**src/rtl/imm_pkg.sv**
```systemverilog
// Shared constants and entry payload for the pipelined immediate generator.
// Format codes, RV opcode values and the per-entry control payload.
package imm_pkg;

  localparam logic [2:0] FMT_R    = 3'd0;
  localparam logic [2:0] FMT_I    = 3'd1;
  localparam logic [2:0] FMT_S    = 3'd2;
  localparam logic [2:0] FMT_SB   = 3'd3;
  localparam logic [2:0] FMT_U    = 3'd4;
  localparam logic [2:0] FMT_UJ   = 3'd5;
  localparam logic [2:0] FMT_CSRI = 3'd6;
  localparam logic [2:0] FMT_INV  = 3'd7;

  localparam logic [6:0] OPC_LOAD    = 7'b0000011;
  localparam logic [6:0] OPC_OPIMM   = 7'b0010011;
  localparam logic [6:0] OPC_OPIMM32 = 7'b0011011;
  localparam logic [6:0] OPC_STORE   = 7'b0100011;
  localparam logic [6:0] OPC_BRANCH  = 7'b1100011;
  localparam logic [6:0] OPC_JAL     = 7'b1101111;
  localparam logic [6:0] OPC_JALR    = 7'b1100111;
  localparam logic [6:0] OPC_LUI     = 7'b0110111;
  localparam logic [6:0] OPC_AUIPC   = 7'b0010111;
  localparam logic [6:0] OPC_SYSTEM  = 7'b1110011;
  localparam logic [6:0] OPC_OP      = 7'b0110011;
  localparam logic [6:0] OPC_OP32    = 7'b0111011;

  // XLEN-wide imm/pc live beside this struct so the package stays width-agnostic.
  typedef struct packed {
    logic [31:0] inst;
    logic [2:0]  fmt;
    logic        illegal;
    logic        tgt_vld;
  } entry_t;

endpackage

```
**src/rtl/imm_gen_comb.sv**
```systemverilog
// Combinational format decode, immediate extraction and illegal-field check.
// Zero latency; no flow control of its own.
module imm_gen_comb
  import imm_pkg::*;
#(
  parameter int XLEN       = 32,
  parameter bit DECODE_FMT = 1'b1
) (
  input  logic [31:0]     inst,
  input  logic [2:0]      fmt_hint,
  output logic [XLEN-1:0] imm,
  output logic [2:0]      fmt,
  output logic            illegal,
  output logic            tgt_vld
);

  logic [6:0]  opc;
  logic [2:0]  f3;
  logic [2:0]  dec_fmt;
  logic        is_shift;
  logic        bad;
  logic [31:0] imm32;

  assign opc = inst[6:0];
  assign f3  = inst[14:12];

  always_comb begin
    dec_fmt = FMT_INV;
    case (opc)
      OPC_LOAD, OPC_OPIMM, OPC_OPIMM32, OPC_JALR: dec_fmt = FMT_I;
      OPC_STORE:                                  dec_fmt = FMT_S;
      OPC_BRANCH:                                 dec_fmt = FMT_SB;
      OPC_LUI, OPC_AUIPC:                         dec_fmt = FMT_U;
      OPC_JAL:                                    dec_fmt = FMT_UJ;
      OPC_SYSTEM:                                 dec_fmt = f3[2] ? FMT_CSRI : FMT_I;
      OPC_OP, OPC_OP32:                           dec_fmt = FMT_R;
      default:                                    dec_fmt = FMT_INV;
    endcase
  end

  assign fmt      = DECODE_FMT ? dec_fmt : fmt_hint;
  assign is_shift = ((opc == OPC_OPIMM) || (opc == OPC_OPIMM32)) && (f3[1:0] == 2'b01);

  // imm32 is built as a 32-bit signed value; zero-extended forms keep bit 31 clear.
  always_comb begin
    imm32 = '0;
    bad   = 1'b0;
    case (fmt)
      FMT_I: begin
        if (is_shift) begin
          if ((XLEN == 64) && (opc == OPC_OPIMM)) begin
            imm32 = {26'b0, inst[25:20]};
          end else begin
            imm32 = {27'b0, inst[24:20]};
            bad   = inst[25];
          end
        end else begin
          imm32 = {{20{inst[31]}}, inst[31:20]};
        end
      end
      FMT_S:    imm32 = {{20{inst[31]}}, inst[31:25], inst[11:7]};
      FMT_SB:   imm32 = {{19{inst[31]}}, inst[31], inst[7], inst[30:25], inst[11:8], 1'b0};
      FMT_U:    imm32 = {inst[31:12], 12'h000};
      FMT_UJ:   imm32 = {{11{inst[31]}}, inst[31], inst[19:12], inst[20], inst[30:21], 1'b0};
      FMT_CSRI: imm32 = {27'b0, inst[19:15]};
      FMT_R:    imm32 = '0;
      default:  bad   = 1'b1;
    endcase
    if ((XLEN == 32) && (opc == OPC_OPIMM32)) bad = 1'b1;
  end

  assign imm     = XLEN'($signed(imm32));
  assign illegal = bad;
  assign tgt_vld = (fmt == FMT_SB) || (fmt == FMT_UJ) || ((fmt == FMT_U) && (opc == OPC_AUIPC));

endmodule

```
**src/rtl/imm_gen_pipe.sv**
```systemverilog
// Registered immediate generator between IF/ID and ID: 1-cycle latency when output is empty.
// Valid/ready; with SKID a second entry absorbs one transfer under backpressure, else single register.
module imm_gen_pipe
  import imm_pkg::*;
#(
  parameter int XLEN       = 32,
  parameter bit DECODE_FMT = 1'b1,
  parameter bit SKID       = 1'b1
) (
  input  logic            clk,
  input  logic            rst,
  input  logic            in_valid,
  output logic            in_ready,
  input  logic [31:0]     in_inst,
  input  logic [2:0]      in_fmt,
  input  logic [XLEN-1:0] in_pc,
  output logic            out_valid,
  input  logic            out_ready,
  output logic [XLEN-1:0] out_imm,
  output logic [2:0]      out_fmt,
  output logic [XLEN-1:0] out_target,
  output logic            out_target_vld,
  output logic [XLEN-1:0] out_pc,
  output logic [31:0]     out_inst,
  output logic            out_illegal
);

  logic [XLEN-1:0] c_imm;
  logic [2:0]      c_fmt;
  logic            c_ill;
  logic            c_tv;
  entry_t          c_ent;
  logic            in_fire;

  imm_gen_comb #(.XLEN(XLEN), .DECODE_FMT(DECODE_FMT)) u_comb (
    .inst     (in_inst),
    .fmt_hint (in_fmt),
    .imm      (c_imm),
    .fmt      (c_fmt),
    .illegal  (c_ill),
    .tgt_vld  (c_tv)
  );

  assign c_ent   = '{inst: in_inst, fmt: c_fmt, illegal: c_ill, tgt_vld: c_tv};
  assign in_fire = in_valid && in_ready;

  logic            out_vld_q;
  entry_t          out_ent_q;
  logic [XLEN-1:0] out_imm_q;
  logic [XLEN-1:0] out_pc_q;

  generate
    if (SKID) begin : g_skid
      logic            skid_vld_q;
      logic            rdy_q;
      logic            skid_nxt;
      entry_t          skid_ent_q;
      logic [XLEN-1:0] skid_imm_q;
      logic [XLEN-1:0] skid_pc_q;

      // in_fire implies the skid is empty, so only one of the two terms can be live.
      assign skid_nxt = skid_vld_q ? !out_ready : (in_fire && out_vld_q && !out_ready);
      assign in_ready = rdy_q;

      always_ff @(posedge clk) begin
        if (rst) begin
          out_vld_q  <= 1'b0;
          out_ent_q  <= '0;
          out_imm_q  <= '0;
          out_pc_q   <= '0;
          skid_vld_q <= 1'b0;
          skid_ent_q <= '0;
          skid_imm_q <= '0;
          skid_pc_q  <= '0;
          rdy_q      <= 1'b0;
        end else begin
          if (skid_vld_q && out_ready) begin
            out_ent_q  <= skid_ent_q;
            out_imm_q  <= skid_imm_q;
            out_pc_q   <= skid_pc_q;
            skid_vld_q <= 1'b0;
          end else if (in_fire && (!out_vld_q || out_ready)) begin
            out_vld_q <= 1'b1;
            out_ent_q <= c_ent;
            out_imm_q <= c_imm;
            out_pc_q  <= in_pc;
          end else if (in_fire) begin
            skid_vld_q <= 1'b1;
            skid_ent_q <= c_ent;
            skid_imm_q <= c_imm;
            skid_pc_q  <= in_pc;
          end else if (out_vld_q && out_ready) begin
            out_vld_q <= 1'b0;
          end
          rdy_q <= !skid_nxt;
        end
      end
    end else begin : g_reg
      assign in_ready = !rst && (!out_vld_q || out_ready);

      always_ff @(posedge clk) begin
        if (rst) begin
          out_vld_q <= 1'b0;
          out_ent_q <= '0;
          out_imm_q <= '0;
          out_pc_q  <= '0;
        end else if (in_fire) begin
          out_vld_q <= 1'b1;
          out_ent_q <= c_ent;
          out_imm_q <= c_imm;
          out_pc_q  <= in_pc;
        end else if (out_ready) begin
          out_vld_q <= 1'b0;
        end
      end
    end
  endgenerate

  assign out_valid      = out_vld_q;
  assign out_imm        = out_imm_q;
  assign out_fmt        = out_ent_q.fmt;
  assign out_illegal    = out_ent_q.illegal;
  assign out_target_vld = out_ent_q.tgt_vld;
  assign out_inst       = out_ent_q.inst;
  assign out_pc         = out_pc_q;
  assign out_target     = out_pc_q + out_imm_q;

endmodule
```
**config.mk**
```make
export PLATFORM = sky130hd
export DESIGN_NAME = imm_gen_pipe
export DESIGN_NICKNAME = d
export VERILOG_FILES = /design/src/rtl/imm_pkg.sv /design/src/rtl/imm_gen_comb.sv /design/src/rtl/imm_gen_pipe.sv
export SDC_FILE = /design/constraint.sdc
export NUM_CORES = 1
export LEC_CHECK = 0
export BUFFER_PORTS_ARGS = -buffer_cell sky130_fd_sc_hd__buf_2
export CORE_MARGIN = 2
export CORE_UTILIZATION = 25
export DETAILED_ROUTE_END_ITERATION = 6
export SLEW_MARGIN = 5
export SYNTH_ARGS = -nofsm -noshare
export SYNTH_HDL_FRONTEND = slang
export SYNTH_SLANG_ARGS = --single-unit
export TNS_END_PERCENT = 20
```
**constraint.sdc**
```tcl
create_clock -name clk -period 3.3 [get_ports clk]
set_input_delay 0.33 -clock clk [delete_from_list [all_inputs] [get_ports clk]]
set_output_delay 0.33 -clock clk [all_outputs]
set_load 0.05 [all_outputs]
```
* Yosys cells after proc, flatten, opt, wreduce, memory -nomap -nowiden
Index checks and enable logic that the tools add are counted.
** Cells by class
- Add/subtract/negate cells :: 1
- Equal/unequal tests :: 20
- Mux-type cells :: 17
- Bitwise gates (word level) :: 2
- Reduce and logical (&&, ||, !) cells :: 26
** Operators by type and width (number)
- $pmux 32 s6 :: 1
- $mux 32 :: 5
- $mux 37 :: 2
- $add 32x32->32 :: 1
- $eq 7x6->1 const B :: 4
- $eq 7x7->1 const B :: 4
- $eq 7x5->1 const B :: 3
- $pmux 3 s7 :: 1
- $eq 3x3->1 const B :: 3
- $logic_and 1x1->1 :: 8
- $eq 7x2->1 const B :: 1
- $eq 3x2->1 const B :: 2
- $mux 1 :: 6
- $reduce_and 3->1 :: 2
- $reduce_or 2->1 :: 3
- $reduce_or 6->1 :: 1
- $logic_or 1x1->1 :: 4
- $reduce_bool 2->1 :: 2
- $reduce_or 4->1 :: 1
- $eq 3x1->1 const B :: 1
- $logic_not 1->1 :: 3
- $logic_not 3->1 :: 1
- $mux 3 :: 1
- $eq 2x1->1 const B :: 1
- other kinds (4) :: 5
** Storage, ports and cells
- Register bits after elaboration :: 205
- Output and inout port bits :: 135
- Word-level logic and storage cells :: 81

* Longest topological paths before layout
Gate-level depths: netlist of run 1.
- Word-level depth :: 9
- Depth in mapped cells :: 10
- Mapped depth without buffers :: 10

* Hierarchy
A second synthesis of run 1 with hierarchy kept.
** Second synthesis, totals
- Cells, all modules :: 1372
- Area, all modules :: 10443.8 um2
** By module, submodules not included
- imm_gen_pipe :: instances 1, cells each 1260, area an instance 9666.8 um2, seq. area each 4103.9 um2
- imm_gen_comb :: instances 1, cells each 112, area an instance 777.0 um2, seq. area each 0.0 um2

* Least setup slack after synthesis of run 1
Ideal clock, no wire load.
- Path kind :: register to output
- From :: register out_pc_q[9], in the netlist out_pc[9]
- To :: output port out_target[17]
- Data arrival time :: 3.883 ns
- Required time :: 2.970 ns
- Setup slack :: -0.913 ns
- Stages on the path, launching flop included :: 9
- Buffers on the path :: 0
- Cells stage by stage :: dfxtp_1 -> ha_1 -> a21oi_1 -> a21boi_0 -> a311o_1 -> o21ai_1 -> a21oi_1 -> mux2i_1 -> a2111oi_1
** On the way
- Cells in the longest elaborated chain, start to end :: 1
** RTL lines
- start: declaration :: line imm_gen_pipe.sv:50 : logic [XLEN-1:0] out_pc_q;
- start signal: assignment :: line imm_gen_pipe.sv:80 : out_pc_q <= skid_pc_q;
- start signal: assignment :: line imm_gen_pipe.sv:86 : out_pc_q <= in_pc;
- $add 32x32->32 :: line imm_gen_pipe.sv:126 : assign out_target = out_pc_q + out_imm_q;
- end: declaration :: line imm_gen_pipe.sv:21 : output logic [XLEN-1:0] out_target,
No other way between the ends.

* Worst setup path in the final report of run 1
- From :: register out_pc_q[0], in the netlist out_pc[0]
- To :: output port out_target[28]
Same word-level chain as after synthesis.

==> results list, run 1 <==
- In this run the number of H-tree levels came out at 1.
- The initial antenna violation count is 1.
* Fin. Hold Viols: 0
- Cell with the largest stage delay on the worst path: dfxtp_2
* Number of buffers inserted for hold repair after clock tree synthesis: 0
- Summed over all nets, the half-perimeter wirelength after detailed placement is 25.56 mm.
- In this run the worst path has a maximum fanout of 3.
- The internal power of the cells totals 4.928 mW.
- Cell type with the highest aggregate area in the netlist: dfxtp_1
* Crit path launch type: flop
- Number of fill cells: 3971
- Synth cell count leaders: dfxtp_1 (205), nor2_1 (187), nand2_1 (181)
* Number of max-capacitance violations reported: 0
* Wire length of the first global-routing pass: 54.43 mm
- Top flip-flop cell by instance count after synthesis: dfxtp_1
- Across all setup checks in the final design, the least slack found is -36.32 ps.
* TritonCTS Sinks: slightly above 200
* Power density over the cells: 533.2 nW/um2
* Final routed wire length divided by cell count: 18.97 um
* Clock network power share: 49.1%
- Post-synthesis net count: ~1300
- Std-Cell Core Area: 38470 um2
- Input and output buffers added on the ports amount to 202.
- Die boundary height: 200.8 um
- between 200 and 250 I/O pins were placed.
- Cells with a size suffix above 1 make up 26.30% of the layout.
* Worst Path Class, Setup: reg -> out
* Overall die area: between 40000 and 50000 um2
* Top-area cell type share of the netlist area: 42.40%
* Wire length after detailed routing: ~36 mm
- The tree is rooted in a clkbuf_16.
- For the pin with the worst max-slew slack, the measured transition is about 1000 ps.
* Run status: finished with violations
* Critical Path AT: 3010 ps
* Via-to-Cell Ratio: 5.134
- Clock latency at the later pin of the worst-skew pair: ~540 ps
- Including well taps, the total number of placed cells is 1854.
* Worst Path Buf+Inv: 2
- Synthesized flop and latch total: 205
* Delay of the slowest critical-path stage: 350 ps
- Sequential elements use 42.40% of the synthesized area.
- Setup violations remaining at the end of the flow were counted as 2.
- The initialized floorplan defines 72 standard-cell rows.
- The count of cells in the finished layout, fillers not included, comes to 1907.
* Smallest hold slack: 33.04 ps
* Power share of the sequential group: 38.2%
* Final Net Count: 1471
* Number of optimization iterations in the first detailed-route pass: 7
- After synthesis, the netlist uses 69 different library cells.
- Net switching power figure: 1.850 mW
* FFs w/ async S/R, synth: 0%
* Max Clock Freq: 299.7 MHz
- The clock arrives with ~16 ps of skew.
- Entering global routing, the biggest net connects between 80 and 90 pins.
- Post-CTS clock slew at the launch and capture registers of the worst setup and hold paths: 60 ps
- After synthesis, the cell types taking the most area are dfxtp_1 (42%), nor2_1 (7.3%), nand2_1 (7.0%).
- Relative slew slack: a little under a third
* Critical path capture point type: primary output
- Type of the most critical hold path: in -> reg
- The kind of cell with the highest combined delay along the critical path is compound AO/OA/AOI/OAI gates.
- Post-synthesis cell count: 1192
- P&R area growth vs syn: 31.35%
* Library cell with the highest instance count after synthesis: dfxtp_1
- In this run, the number of DRC markers left after iteration 0 of detailed routing was 841.
* Global-route usage over all layers: 17.19%
- The clock passes through at most 3 buffers.
- Setup repair after global routing could not meet its margin everywhere.
- Summing every instance area after synthesis gives 9679 um2.
- Avg Synthesized Cell Area: 8.120 um2
* Largest vdd supply drop: 396.6 uV
- Buffers inserted during clock tree synthesis total 26.
- The share of total power dissipated in combinational logic is 12.6%.
- Leakage power of the design: around 5.2 nW
* Failing checks: design-rule violations, negative setup slack
- Net switching is 27.30% of the power.
- The number of global-route vias before repair was 9084.
- Launching element of the worst setup path: out_pc[0]$_SDFFE_PP0P_
- Total congestion overflow after global routing: 0
- Die Width: about 200 um
- Data required time of the worst path: 2970 ps
* Initial standard-cell utilization of the core: between 20 and 30%
- Antenna violation net count after detailed routing: 0
* Placer congestion estimate: 0.8572
- In this run the most critical hold path is launched from in_pc[30].
- The number of pins exceeding their max-slew limit in the final report is 0.
* DP Worst Slack: 50.40 ps
- The Yosys step of the flow raised 0 warnings.
- Remaining routing DRC violations: 1
* CTS tree: built
* Final period demand of the worst path: 3336 ps
- Tcrit/Tclk final: 101.1%
- Routed vias: roughly 10000
* Number of synthesized flops with an enable pin: 0
- The worst register-to-register path begins at in_ready$_SDFF_PP0_.
- The critical path goes through ha_4 -> inv_2 -> fa_2 -> nand2b_4 -> a21o_4 -> a31o_4 -> o21ai_4 -> a41oi_4 -> a21oi_2 -> xor2_1 -> buf_4.
==> logic make-up after synthesis <==
kind of cell    share of synthesized area (%)
mux                                    0.4137
buf+inv                                 4.563
fa+ha+maj                               4.214
simple gates                            20.24
xor+xnor                                2.172
flops                                   42.40
compound gates                          26.00
==> worst min-delay path, stage by stage <==
cell and delay, ps:
buf_2 110, nand2_1 50, a21oi_1 50
==> worst paths after layout <==
path | endpoint | slack (ps) | cells after the start
max | out_target[28] | -40 | 11
max reg2reg | out_imm[15]$_SDFFE_PP0P_ | 1150 | 6
min | g_skid.skid_pc_q[30]$_SDFFE_PP0P_ | 30 | 3
min reg2reg | g_skid.skid_pc_q[29]$_SDFFE_PP0P_ | 450 | 2
==> power by group through the flow <==
stage | logic, mW | registers, mW | clock network, mW
3_3_place_gp | 0.831 | 2.64 | 0
3_5_place_dp | 0.838 | 2.64 | 0
6_report | 0.856 | 2.59 | 3.33
5_1_grt | 0.911 | 2.60 | 3.50
4_1_cts | 0.852 | 2.59 | 3.41
2_1_floorplan | 0.380 | 2.82 | 0
==> layout make-up <==
type	instances	area (um2)	area share [%]
clock buffers	32	714.4	5.620
diodes	1	2.502	0.01968
multi-input cells	878	5484	43.14
well taps	518	648.1	5.098
clock inverters	16	290.3	2.283
inverters	23	86.33	0.6791
flip-flops and latches	205	4118	32.39
repair buffers	234	1370	10.78
==> state kept, by name, indices dropped and copies added (netlist names) <==
| register | cells |
|---|---|
| g_skid.skid_ent_q | 37 |
| g_skid.skid_imm_q | 32 |
| g_skid.skid_pc_q | 32 |
| g_skid.skid_vld_q | 1 |
| in_ready | 1 |
| out_fmt | 3 |
| out_illegal | 1 |
| out_imm | 32 |
| out_inst | 32 |
| out_pc | 32 |
| out_target_vld | 1 |
| out_valid | 1 |
==> through the flow <==
stage               area (um2)  total power [mW]  TNS, ps  utilization (%)
floorplan                 9711             3.201   -310.0                -
global placement         11330             3.471        0            29.46
detailed placement       11330             3.480        0            29.46
CTS                      12580             6.849   -352.2            32.70
global route             12710             7.014   -680.7            33.04
finish                   12710             6.779   -52.65            33.05
==> layer usage <==
layer / vias up / routed length, um / GRT usage, %
met5: - / 12 / 0
met4: 2 / 1087 / 5.820
met3: 59 / 2867 / 3.685
met2: 394 / 16300 / 27.13
li1: 4678 / - / -
met1: 4658 / 15910 / 23.24
==> placed cells by master, fill, tap and decap left out, drive strengths merged, types with 13 or more instances in the layout <==
cell    netlist  final
a211oi       21     21
a21o         17     17
a21oi       125    125
a222oi       52     52
a22oi        34     34
buf          17    233
clkbuf       69     33
dfxtp       205    205
ha           31     31
inv          22     22
nand2       181    181
nor2        187    187
nor3         25     25
nor4         18     18
o21ai        25     25
o22ai        28     28
xnor2        13     13
==> repair_timing <==
| action | in CTS | in global routing |
|---|---|---|
| gates resized for setup | 50 | 29 |
| setup buffers | 3 | 1 |
| pin swaps | 17 | 14 |
| gates cloned | 0 | 0 |
| setup endpoints to repair | 19 | 17 |
(Power assumes the default switching activity.)
==> run 2, diff against run 1 <==
- RECOVER_POWER: unset -> 50
==> run 2 against run 1 <==
  * The run still ends with design-rule violations, negative setup slack left
  * Clock power about the same
  * Register-to-register slack about the same
  * Final area decreased by 0.64%
  * Cell count about the same
  * Worst hold slack got worse by 1.7 ps
==> results list, run 2 (synthesis results as in run 1) <==
* Run status: finished with violations
* Failing checks: design-rule violations, negative setup slack
* Crit path launch type: flop
* Final Net Count: 1471 (unchanged)
- The final-report setup violation count was 3 (+1).
- Clock latency at the later pin of the worst-skew pair: 550 ps (about the same)
* Smallest hold slack: 31.33 ps (-1.716 ps)
- Leaving out fill and tap cells, the most frequent cell in the layout is dfxtp_1.
* Initial standard-cell utilization of the core: 25.16% (unchanged)
- Antenna violations before repair: 1 (unchanged)
* Setup repair after global routing missed its margin: true
- Tcrit/Tclk final: 101.2% (+0.12 points)
* P&R area growth vs syn: 30.51%
* Top library cells by usage in the layout, fill and taps aside: dfxtp_1 (194), nor2_1 (185), nand2_1 (181)
- Wire length of the first global-routing pass: 54.43 mm (unchanged)
- End-of-flow core utilization: 32.84% (-0.21 points)
* Global-route usage over all layers: 17.19% (unchanged)
- Setup slack of the worst register-to-register path: 1150 ps (about the same)
- The max capacitance violation total was 0 (unchanged).
* Data required time of the worst path: 2970 ps (about the same)
- Worst Path Buf+Inv: 2 (unchanged)
- The critical path is of the reg -> out type.
- Cell at the root of the clock tree: clkbuf_16
- Wire length after detailed routing: 36.17 mm (about the same)
- TritonCTS Sinks: 205 (unchanged)
* Max Clock Freq: 299.4 MHz (-0.12%)
- Via-to-Cell Ratio: 5.142 (+0.14%)
- The worst setup path is captured at a primary output.
* Detailed placement HPWL: 25.56 mm (unchanged)
- The number of placement rows came to 72 (unchanged).
- The count of final hold-check violations is 0 (unchanged).
- The DRC violation count after routing is 4 (+3).
- The global route total overflow came to 0 (unchanged).
- The worst max-slew margin expressed relative to the limit came to 29.52% (-1.1 points).
* Slew at the pin closest to its max-slew limit: 1057 ps (+16.15 ps)
- Antenna violation net count after detailed routing: 0 (unchanged)
- The count of input and output buffers is 202 (unchanged).
- Kind of cell adding the most delay to the critical path: compound AO/OA/AOI/OAI gates
* Maximum level of the CTS H-tree: 1 (unchanged)
- Least setup slack across all paths after layout: -40.42 ps (-4.096 ps)
- The area of the die was 40310 um2 (unchanged).
- CTS tree: built
- The flip-flop count of the largest register, all copies and words added came to 37 (unchanged).
- The largest net degree at the start of global routing came to 83 (unchanged).
* Routed vias: 9800 (+0.092%)
- The number of search-and-repair iterations in the first detailed-routing pass came to 7 (unchanged).
- Detailed Route Iter0 Violations: 770 (-8.4%)
- Inserted Clock Buffers: 26 (unchanged)
- Number of diodes added for antenna fixing: 0 (-1)
- Max Slew Vio Count: 0 (unchanged)
* Final routed wire length divided by cell count: 18.97 um (about the same)
* Largest vdd supply drop: 396.9 uV (about the same)
- The leakage power was 4.952 nW (-4.9%).
* Ports: 206 (unchanged)
- Die boundary height: 200.8 um (unchanged)
- DP Worst Slack: 50.40 ps (unchanged)
- Number of buffers inserted for hold repair after clock tree synthesis: 0 (unchanged)
- The delay of the slowest cell on the worst path is 350 ps (about the same).
- Clock Skews: 17.30 ps (+1.558 ps)
- The area of the placeable core was 38470 um2 (unchanged).
- The min-delay analysis places its worst path in the category in -> reg.
- Critical Path AT: 3010 ps (about the same)
- Biggest register: g_skid.skid_ent_q
* Cell depth of the worst min-delay path: 3 (unchanged)
- The largest fanout of any net on the critical path came to 3 (unchanged).
- The number of global-route vias before repair is 9084 (unchanged).
* Cell with the largest stage delay on the worst path: dfxtp_2
- The maximum root-to-sink buffer count was 3 (unchanged).
- The clock slew at the register clock pins of the worst setup and hold paths was 60 ps (about the same).
* Die Width: 200.8 um (unchanged)
* Cells on worst reg2reg path: 6 (unchanged)
- The time the worst path needs with I/O delays and setup came to 3340 ps (+4.097 ps).
* Placer congestion estimate: 0.8572 (unchanged)
- Walking the worst path, the cells encountered are ha_4 -> inv_2 -> fa_2 -> nand2b_4 -> a21o_4 -> a31o_4 -> o21ai_4 -> a41oi_4 -> a21oi_2 -> xor2_1 -> buf_4.
- The number of filler cells placed in the layout is 4001 (+0.76%).
- The power density over the cells is 535.4 nW/um2 (+0.41%).
- Logic depth of the worst path, buffers included: 11 (unchanged)
- Share of layout cells above drive strength 1: 21.76% (-4.5 points)
==> run 2: worst paths after layout <==
path                                 startpoint                            endpoint
max                      out_pc[0]$_SDFFE_PP0P_                      out_target[28]
min                                   in_pc[30]   g_skid.skid_pc_q[30]$_SDFFE_PP0P_
max reg2reg                 in_ready$_SDFF_PP0_            out_imm[15]$_SDFFE_PP0P_
min reg2reg  g_skid.skid_ent_q[11]$_SDFFE_PP0P_  g_skid.skid_ent_q[11]$_SDFFE_PP0P_
==> run 2: repair_timing <==
item,in CTS,in global routing
setup buffers,3,1
gates resized for setup,50,29
gates cloned,0,0
endpoints found under the setup margin,19,17
pin swaps,17,14
==> run 2: worst register-to-register path, cell delays in order (launching register included) <==
cell	delay (ps)
dfxtp_1	350
nand2_1	200
nand2b_1	170
a21oi_4	560
buf_4	370
a22oi_1	120
o22ai_1	260
==> run 2: layer usage <==
layer | wire (um) | part of all wire [%] | vias up | GRT usage [%]
met5 | 12 | 0.033 | - | 0
met4 | 1093 | 3.0 | 2 | 5.820
met3 | 2833 | 7.8 | 59 | 3.685
met2 | 16320 | 45 | 381 | 27.13
met1 | 15910 | 44 | 4678 | 23.24
li1 | - | - | 4680 | -
==> run 2: through the flow <==
step | std cells | instance area [um2] | setup TNS (ps) | power [mW]
6_report | 1906 | 12630 | -64.37 | 6.763
5_1_grt | 1906 | 12630 | -685.5 | 7.003
4_1_cts | 1905 | 12580 | -352.2 | 6.849
3_5_place_dp | 1854 | 11330 | 0 | 3.480
3_3_place_gp | 1854 | 11330 | 0 | 3.471
2_1_floorplan | 1192 | 9711 | -310.0 | 3.201
==> run 2: cell type report <==
| class | count | area [um2] | share of cell area (%) |
|---|---|---|---|
| Clock buffer | 32 | 714.4 | 5.656 |
| Clock inverter | 16 | 290.3 | 2.298 |
| Inverter | 23 | 86.33 | 0.6834 |
| Multi-Input combinational cell | 878 | 5484 | 43.41 |
| Sequential cell | 205 | 4118 | 32.60 |
| Tap cell | 518 | 648.1 | 5.131 |
| Timing Repair Buffer | 234 | 1291 | 10.22 |
==> run 2: power breakdown <==
group	internal (mW)	total, mW	switching [mW]
logic	0.214	0.844	0.630
registers	2.54	2.59	0.0509
clock network	2.16	3.33	1.17
total	4.92	6.76	1.85
==> run 3, diff against run 2 <==
- clock period: 3.3 -> 3.8 ns (I/O delays scaled with it)
==> run 3 against run 2 <==
  * Sequential share of layout area is 1.7 points higher
  * Largest power group unchanged
  * Final area is 5.2% lower
  * The flow finishes with violations (design-rule violations, max-capacitance violations, max-slew violations)
  * Register-to-register slack worse by 640 ps
  * Critical path type unchanged
  * Utilization is 1.7 points lower
  * Global-route usage is 0.13 points lower
==> results list, run 3 (synthesis results as in run 1) <==
- Derived from the worst setup path, the maximum achievable clock frequency is ~270 MHz.
* Overall die area: 40310 um2 (unchanged)
* Remaining routing DRC violations: 1 (-3)
* Max Slew Vio Count: 182 (+182)
* Top library cells by usage in the layout, fill and taps aside: dfxtp_1 (205), nor2_1 (187), nand2_1 (181)
- Fin. Hold Viols: 0 (unchanged)
- The worst hold path stage count was 3 (unchanged).
* Least setup slack across all paths after layout: 146.9 ps (+187.3 ps)
- The checks that failed: design-rule violations, max-capacitance violations, max-slew violations.
- Largest buffer count on any clock path: 3 (unchanged)
- The clock slew at the register clock pins of the worst setup and hold paths is 60 ps (about the same).
- The slew at the pin with the worst max-slew slack was 2306 ps (+1249 ps).
- Cells on worst reg2reg path: 5 (-1)
- Ports: 206 (unchanged)
- The x dimension of the die came to 200.8 um (unchanged).
- Setup total negative slack: 0 ps (+64.37 ps)
- The number of global-route vias before repair is 9035 (-0.54%).
- The worst setup path is captured at a primary output.
* Maximum level of the CTS H-tree: 1 (unchanged)
* Antenna violations before repair: 2 (+1)
- Clock latency at the later pin of the worst-skew pair: 540 ps (about the same)
- The share of post-route cells with drive strength above 1 was 13.57% (-8.2 points).
* Relative slew slack: -53.72% (-83 points)
- Tcrit/Tclk final: 96.13%
* Largest vdd supply drop: 283.7 uV (-29%)
* Type of the most critical hold path: in -> reg
* Total congestion overflow after global routing: 0 (unchanged)
- The iteration-0 DRC count of the detailed router came to 780 (+1.3%).
- The number of search-and-repair iterations in the first detailed-routing pass came to 7 (unchanged).
* Worst Path Class, Setup: reg -> out
- Routed vias: 9659 (-1.4%)
- The number of nets in the layout came to 1451 (-1.4%).
- Die boundary height: 200.8 um (unchanged)
- Most frequent standard cell in the layout excluding fill and tap cells: dfxtp_1
* Via-to-Cell Ratio: 5.132 (-0.18%)
- Critical Path AT: 3270 ps (+260 ps)
- Antenna violation net count after detailed routing: 0 (unchanged)
* Biggest register: g_skid.skid_ent_q
* Data required time of the worst path: 3420 ps (+450 ps)
- TritonCTS Sinks: 205 (unchanged)
- Launching element of the worst setup path: out_imm[0]$_SDFFE_PP0P_
- The cell sitting at the root of the clock tree is a clkbuf_16.
- Post-Place Cells: 1837 (-0.92%)
- Reg2reg start: in_ready$_SDFF_PP0_
* Placer congestion estimate: 0.8881 (+3.6%)
- The wire length of the first global-routing pass came to 54.03 mm (-0.72%).
* P&R area growth vs syn: 23.73%
* Startpoint of the worst hold path: in_pc[21]
- The flip-flop count of the largest register, all copies and words added came to 37 (unchanged).
- The worst setup path is launched from a flop.
- The largest fanout of any net on the critical path came to 3 (unchanged).
- Count of buffers inserted at the top-level ports: 202 (unchanged)
- Number of max-capacitance violations reported: 4 (+4)
- Std-Cell Core Area: 38470 um2 (unchanged)
* Final period demand of the worst path: 3653 ps
- The effective utilization at floorplan came to 25.16% (unchanged).
* Final routed wire length divided by cell count: 18.98 um (about the same)
* End-of-flow core utilization: 31.13% (-1.7 points)
* Total number of placement rows: 72 (unchanged)
- The detailed-placement wirelength estimate came to 24.85 mm (-2.8%).
- The non-filler instance count after layout was 1882 (-1.3%).
* Global-route usage over all layers: 17.05% (-0.13 points)
* Setup repair after global routing missed its margin: true
- The largest net degree at the start of global routing is 88 (+6.0%).
- DP Worst Slack: 416.4 ps (+366.0 ps)
- Clock Skews: 19.04 ps (+1.746 ps)
- The flow ran to the end, but the final reports show violations.
* Inserted Clock Buffers: 26 (unchanged)
- The leakage power was 4.607 nW (-7.0%).
* Wire length after detailed routing: 35.71 mm (-1.3%)
- Final setup violating endpoints: 0 (-3)
- Power density over the cells: 473.0 nW/um2 (-12%)
* CTS tree: built
## run 3: timing repair
| action | in CTS | in global routing |
|---|---|---|
| pin swaps | 0 | 4 |
| hold endpoints to repair | 0 | 0 |
| gates resized for setup | 7 | 10 |
| setup endpoints to repair | 3 | 8 |
| hold buffers | 0 | 0 |
| setup buffers | 0 | 1 |
## run 3: critical path, cell delays in order (launching register included)
cell and delay (ps):
dfxtp_1 360, ha_1 200, inv_1 60, fa_1 410
nand2b_1 190, a21o_1 210, a31o_2 310, o21ai_4 250
a41oi_4 180, a21oi_2 170, xor2_1 170, buf_4 220
## run 3: cell type report
| class | count | area [um2] |
|---|---|---|
| multi-input combinational | 878 | 5194 |
| timing repair buffer | 214 | 1005 |
| clock buffer | 35 | 765.7 |
| antenna | 1 | 2.502 |
| inverter | 23 | 86.33 |
| tap | 518 | 648.1 |
| fill | 4144 | 26490 |
| clock inverter | 8 | 171.4 |
| sequential | 205 | 4104 |
## run 3: worst paths after layout
path | endpoint | slack, ps
setup / recovery | out_target[28] | 150
hold / removal | g_skid.skid_pc_q[21]$_SDFFE_PP0P_ | 80
setup reg to reg | g_skid.skid_imm_q[14]$_SDFFE_PP0P_ | 510
hold reg to reg | g_skid.skid_pc_q[30]$_SDFFE_PP0P_ | 450
## run 3: report_power, final
part,internal [mW],total [mW],switching (mW)
registers,2.21,2.25,0.0420
clock network,1.73,2.71,0.974
logic,0.168,0.708,0.540
## run 3: layer usage
metal / track usage, % / part of all wire, % / vias to the layer above
met3: 3.198 / 6.6 / 55
met2: 27.49 / 45 / 354
met5: 0 / 0.020 / -
met4: 5.317 / 2.9 / 2
li1: - / - / 4632
met1: 23.05 / 45 / 4616
## run 3: per-stage QoR
step | area, um2 | power, mW | hold slack, ps
after global routing | 11970 | 5.868 | 68.55
final | 11980 | 5.665 | 78.90
after CTS | 12110 | 5.753 | 53.63
after global placement | 11150 | 3.009 | 437.5
after floorplan | 9684 | 2.778 | 431.6
after detailed placement | 11150 | 3.017 | 446.9
